$ cat src/rtl/serial_frame_tx.sv
// serial_frame_tx: parallel-to-serial feeder for a 4-bit serial shift register stage.
// Accepts a word over Valid/Ready, shifts it out one bit per DIV clocks with a
// one-clock Ser_Ena strobe per bit, pulses Done after the last strobe, then holds
// off for GAP bit periods before accepting the next word.
// Optional feature macro: PARITY_EN appends an even-parity bit after the data bits.
module serial_frame_tx #(
  parameter int WIDTH = 8,
  parameter int DIV   = 4,
  parameter int GAP   = 2
) (
  input  logic             Clk,
  input  logic             Rst,
  input  logic [WIDTH-1:0] Par_In,
  input  logic             Msb_First,
  input  logic             Valid,
  output logic             Ready,
  output logic             Ser_Out,
  output logic             Ser_Ena,
  output logic             Ser_LeRi,
  output logic             Busy,
  output logic             Done
);

`ifdef PARITY_EN
  localparam int NBITS = WIDTH + 1;
`else
  localparam int NBITS = WIDTH;
`endif
  localparam int GAPCLKS = GAP * DIV;
  localparam int DCW     = $clog2(DIV) + 1;
  localparam int BCW     = $clog2(NBITS) + 1;
  localparam int GCW     = $clog2(GAPCLKS + 1) + 1;

  typedef enum logic [1:0] {
    IDLE,
    SHIFT,
    GAPS
  } state_t;

  state_t           state_q;
  logic [NBITS-1:0] shift_q;
  logic [DCW-1:0]   divCnt_q;
  logic [BCW-1:0]   bitCnt_q;
  logic [GCW-1:0]   gapCnt_q;
  logic             doneArm_q;
  logic             ready_q;
  logic             serOut_q;
  logic             serEna_q;
  logic             leRi_q;
  logic             busy_q;
  logic             done_q;

  logic [WIDTH-1:0] ordered_d;
  logic [NBITS-1:0] load_d;

  // Arrange the incoming word so the first bit to send sits at the top of the shift register.
  always_comb begin
    ordered_d = Par_In;
    if (!Msb_First) begin
      for (int i = 0; i < WIDTH; i++) begin
        ordered_d[i] = Par_In[WIDTH-1-i];
      end
    end
`ifdef PARITY_EN
    load_d = {ordered_d, ^Par_In};
`else
    load_d = ordered_d;
`endif
  end

  // Framing FSM: every output is a register so downstream sees glitch-free strobes.
  always_ff @(posedge Clk or negedge Rst) begin
    if (!Rst) begin
      state_q   <= IDLE;
      shift_q   <= '0;
      divCnt_q  <= '0;
      bitCnt_q  <= '0;
      gapCnt_q  <= '0;
      doneArm_q <= 1'b0;
      ready_q   <= 1'b0;
      serOut_q  <= 1'b0;
      serEna_q  <= 1'b0;
      leRi_q    <= 1'b0;
      busy_q    <= 1'b0;
      done_q    <= 1'b0;
    end else begin
      serEna_q  <= 1'b0;
      doneArm_q <= 1'b0;
      done_q    <= doneArm_q;
      case (state_q)
        IDLE: begin
          serOut_q <= 1'b0;
          if (Valid && ready_q) begin
            shift_q  <= load_d;
            leRi_q   <= Msb_First;
            ready_q  <= 1'b0;
            busy_q   <= 1'b1;
            divCnt_q <= '0;
            bitCnt_q <= '0;
            state_q  <= SHIFT;
          end else begin
            ready_q <= 1'b1;
          end
        end
        SHIFT: begin
          serOut_q <= shift_q[NBITS-1];
          if (divCnt_q == DCW'(DIV - 1)) begin
            serEna_q <= 1'b1;
            divCnt_q <= '0;
            shift_q  <= shift_q << 1;
            bitCnt_q <= bitCnt_q + BCW'(1);
            if (bitCnt_q == BCW'(NBITS - 1)) begin
              doneArm_q <= 1'b1;
              if (GAP == 0) begin
                state_q <= IDLE;
                ready_q <= 1'b1;
                busy_q  <= 1'b0;
              end else begin
                gapCnt_q <= '0;
                state_q  <= GAPS;
              end
            end
          end else begin
            divCnt_q <= divCnt_q + DCW'(1);
          end
        end
        GAPS: begin
          serOut_q <= 1'b0;
          if (gapCnt_q == GCW'(GAPCLKS)) begin
            state_q <= IDLE;
            ready_q <= 1'b1;
            busy_q  <= 1'b0;
          end else begin
            gapCnt_q <= gapCnt_q + GCW'(1);
          end
        end
        default: begin
          serOut_q <= 1'b0;
          state_q  <= IDLE;
        end
      endcase
    end
  end

  assign Ready    = ready_q;
  assign Ser_Out  = serOut_q;
  assign Ser_Ena  = serEna_q;
  assign Ser_LeRi = leRi_q;
  assign Busy     = busy_q;
  assign Done     = done_q;

endmodule
$ cat config.mk
export PLATFORM = sky130hd
export DESIGN_NAME = serial_frame_tx
export DESIGN_NICKNAME = d
export VERILOG_FILES = /design/src/rtl/serial_frame_tx.sv
export SDC_FILE = /design/constraint.sdc
export NUM_CORES = 1
export LEC_CHECK = 0
export BUFFER_PORTS_ARGS = -buffer_cell sky130_fd_sc_hd__buf_2
export CORE_UTILIZATION = 25
export CTS_CLUSTER_DIAMETER = 80
export CTS_CLUSTER_SIZE = 16
export DETAILED_ROUTE_END_ITERATION = 16
export PLACE_DENSITY = 0.46
export SYNTH_ARGS = -nofsm -noshare
export SYNTH_HDL_FRONTEND = slang
export SYNTH_SLANG_ARGS = --single-unit
$ cat constraint.sdc
create_clock -name Clk -period 2.9 [get_ports Clk]
set_input_delay 0.145 -clock Clk [delete_from_list [all_inputs] [get_ports Clk]]
set_output_delay 0.145 -clock Clk [all_outputs]
set_load 0.005 [all_outputs]
==> impl_metrics.toml <==
[clock_network]
numClockSinks = 29
htreeDepth = 2
hold_buffers = 1
cts-resized-gates = 0
clockBufferDepth = 2
cts_root_buf = "clkbuf_8"
clkLatencyLatePin_ps = 280
numCtsBuffers = 5
cts_tree = "yes"
postCtsSetupRepairBufs = 0
cts.clk_slew.worst_paths_ps = 60

[setup_path]
crit_fanout = 16
crit_chain = "ha_1, nand4bb_4, inv_1, nor2_2, o31ai_1"
critPathTopFamily = "simple AND/OR/NAND/NOR gates"
critPathBufInv = 1
ff2ff_path_depth = 5
worstPathRequired_ps = 3040
max_stage_delay_ps = 390
crit_path_start_kind = "flop"
crit_cells = 5
crit_path_top_delay_cell = "dfrtp_1"
cp.arrival_ps = 1780
path_class = "flop to flop"
cp-end-kind = "flop"

[finish]
fin_area_sq_um = 1690
layout_common_cells = "dfrtp_1, buf_2, nand3_1"
final_cells = 230
layout_commonest_cell = "dfrtp_1"
antenna_cells = 0
synthToLayoutAreaGrowth_pct = 17.3
fin_nets = 173
drive_above_1_share_pct = 19.0

[timing]
setup_ws_ps = 1260
final-hold-violation-count = 0
setup_tns_ps = 0
skew_ps = 5.69
max-slew-margin-rel_pct = 55.4
maxSlewViolCount = 0
post-route-period-util_pct = 56.7
tightest_slew_ps = 668
rsz0062_at_grt = "false"
whs_ps = 188
fin_crit_ps = 1640
finalSetupViolCount = 0
max_freq_mhz = 608

[grt]
grt_pass1_wl_um = 5330
grt_max_degree = 30
groute.usage.overall_pct = 11.8
grt_overflow = 0
grt_pass1_vias = 1095
antenna_found_initial = 0

[synthesis]
async_flop_share_pct = 100
synth.top_cell.area_share_pct = 50.4
synth_top_area_cell = "dfrtp_1"
synthesis.area_sq_um = 1440
synth_seq_cells = 29
seq_area_frac_synth_pct = 50.4
ys.flop_type = "dfrtp_1"
ys.warnings.count = 0
syn_area_per_cell_sq_um = 10.5
synth_cells = 137
ys_types = 34
synth_area_leaders = "dfrtp_1, nand3_1, a211oi_1"
syn_nets = 153
synth_edf_count = 0

[placed_design]
placed_area_sq_um = 1590
hpwl_um = 2180
portBuffers = 17
dp_cells = 221
place_congestion = 0.765
pre_cts_ws_ps = 1250

[power_and_ir_drop]
total_leakage_power_nw = 0.804
powerDensity_nw_per_um2 = 449
ir_drop_mv = 0.188

[job]
maxCapViolCount = 0

[detailed_routing]
wl_um = 3090
routedWlPerCell_um = 13.4
drt-initial-drc-count = 108
ant_nets = 0
drc = 0
dr_total_vias = 1088
viasPerCell = 4.73
drt_pass1_iterations = 4

[floorplan]
coreArea_sq_um = 5540
dieHeight_um = 77.9
num_rows = 27
dieArea_sq_um = 6070
start_util_pct = 26.0
io_pins = 18
die_w_um = 77.9

[run_status]
outcome = "finished clean"

[min_path]
hp-class = "input pin to flop"
hold_depth = 3
[cell type report]
| cell class | count | area [sq um] |
|---|---|---|
| Inverter | 5 | 18.8 |
| Fill cell | 603 | 3850 |
| Sequential cell | 29 | 726 |
| Timing Repair Buffer | 18 | 95.1 |
| Multi-Input combinational cell | 98 | 673 |
| Tap cell | 72 | 90.1 |
| Clock buffer | 5 | 68.8 |
| Clock inverter | 3 | 17.5 |
[per-layer routing]
layer | global-route usage [%] | share of wire (%) | up-vias
li1 | - | - | 536
met1 | 14.9 | 47 | 527
met2 | 17.9 | 47 | 17
met3 | 3.29 | 3.7 | 8
met4 | 7.22 | 2.3 | 0
met5 | 0 | 0 | -
[power by group]
group          internal [W]  switching, W   total, W
registers          0.000405             0   0.000405
logic             0.0000121     0.0000186  0.0000307
clock network      0.000165      0.000157   0.000323
total              0.000582      0.000176   0.000758
[flip-flops by register name, indices dropped and copies added (netlist names)]
name / flops
shift_q: 8
Done: 1
divCnt_q: 3
Ser_Ena: 1
bitCnt_q: 4
Ready: 1
state_q: 2
gapCnt_q: 5
Busy: 1
doneArm_q: 1
Ser_Out: 1
Ser_LeRi: 1
[Yosys cell counts, drive strengths merged (3+ instances only)]
| cell type | count |
|---|---|
| nor2b | 8 |
| nand3 | 15 |
| buf | 3 |
| nor2 | 11 |
| o31ai | 7 |
| o21ai | 7 |
| inv | 5 |
| nand4bb | 3 |
| a211oi | 7 |
| dfrtp | 29 |
| a22o | 3 |
| nand2 | 9 |
| ha | 4 |
[cell families (layout without fill, tap and decap cells)]
family	count (synthesis)	count (layout)	synth area share (%)
AND/OR/NAND/NOR	61	61	25.5
AO/OA/AOI/OAI	31	31	16.5
flip-flops	29	29	50.4
buffers and inverters	10	31	2.87
adder cells (fa/ha/maj)	4	4	3.48
XOR/XNOR	1	1	0.608
multiplexers	1	1	0.695
[tightest hold or removal path, stage by stage]
cell,delay (ps)
buf_2,80
mux2i_1,60
o2bb2ai_1,140
[worst paths after layout]
check | start | end | slack (ps)
max reg2reg | divCnt_q[0] | shift_q[3] | 1260
min in group asynchronous | Rst | Ser_Out | 430
max | divCnt_q[0] | shift_q[3] | 1260
min reg2reg | doneArm_q | Done | 350
min | Par_In[0] | shift_q[0] | 190
max in group asynchronous | Rst | shift_q[3] | 2030
[stage by stage]
step	util [%]	total power, W
floorplan	-	0.000423
global placement	28.7	0.000442
detailed placement	28.7	0.000443
CTS	30.5	0.000776
global route	30.5	0.000799
finish	30.5	0.000758
(Power assumes the default switching activity.)
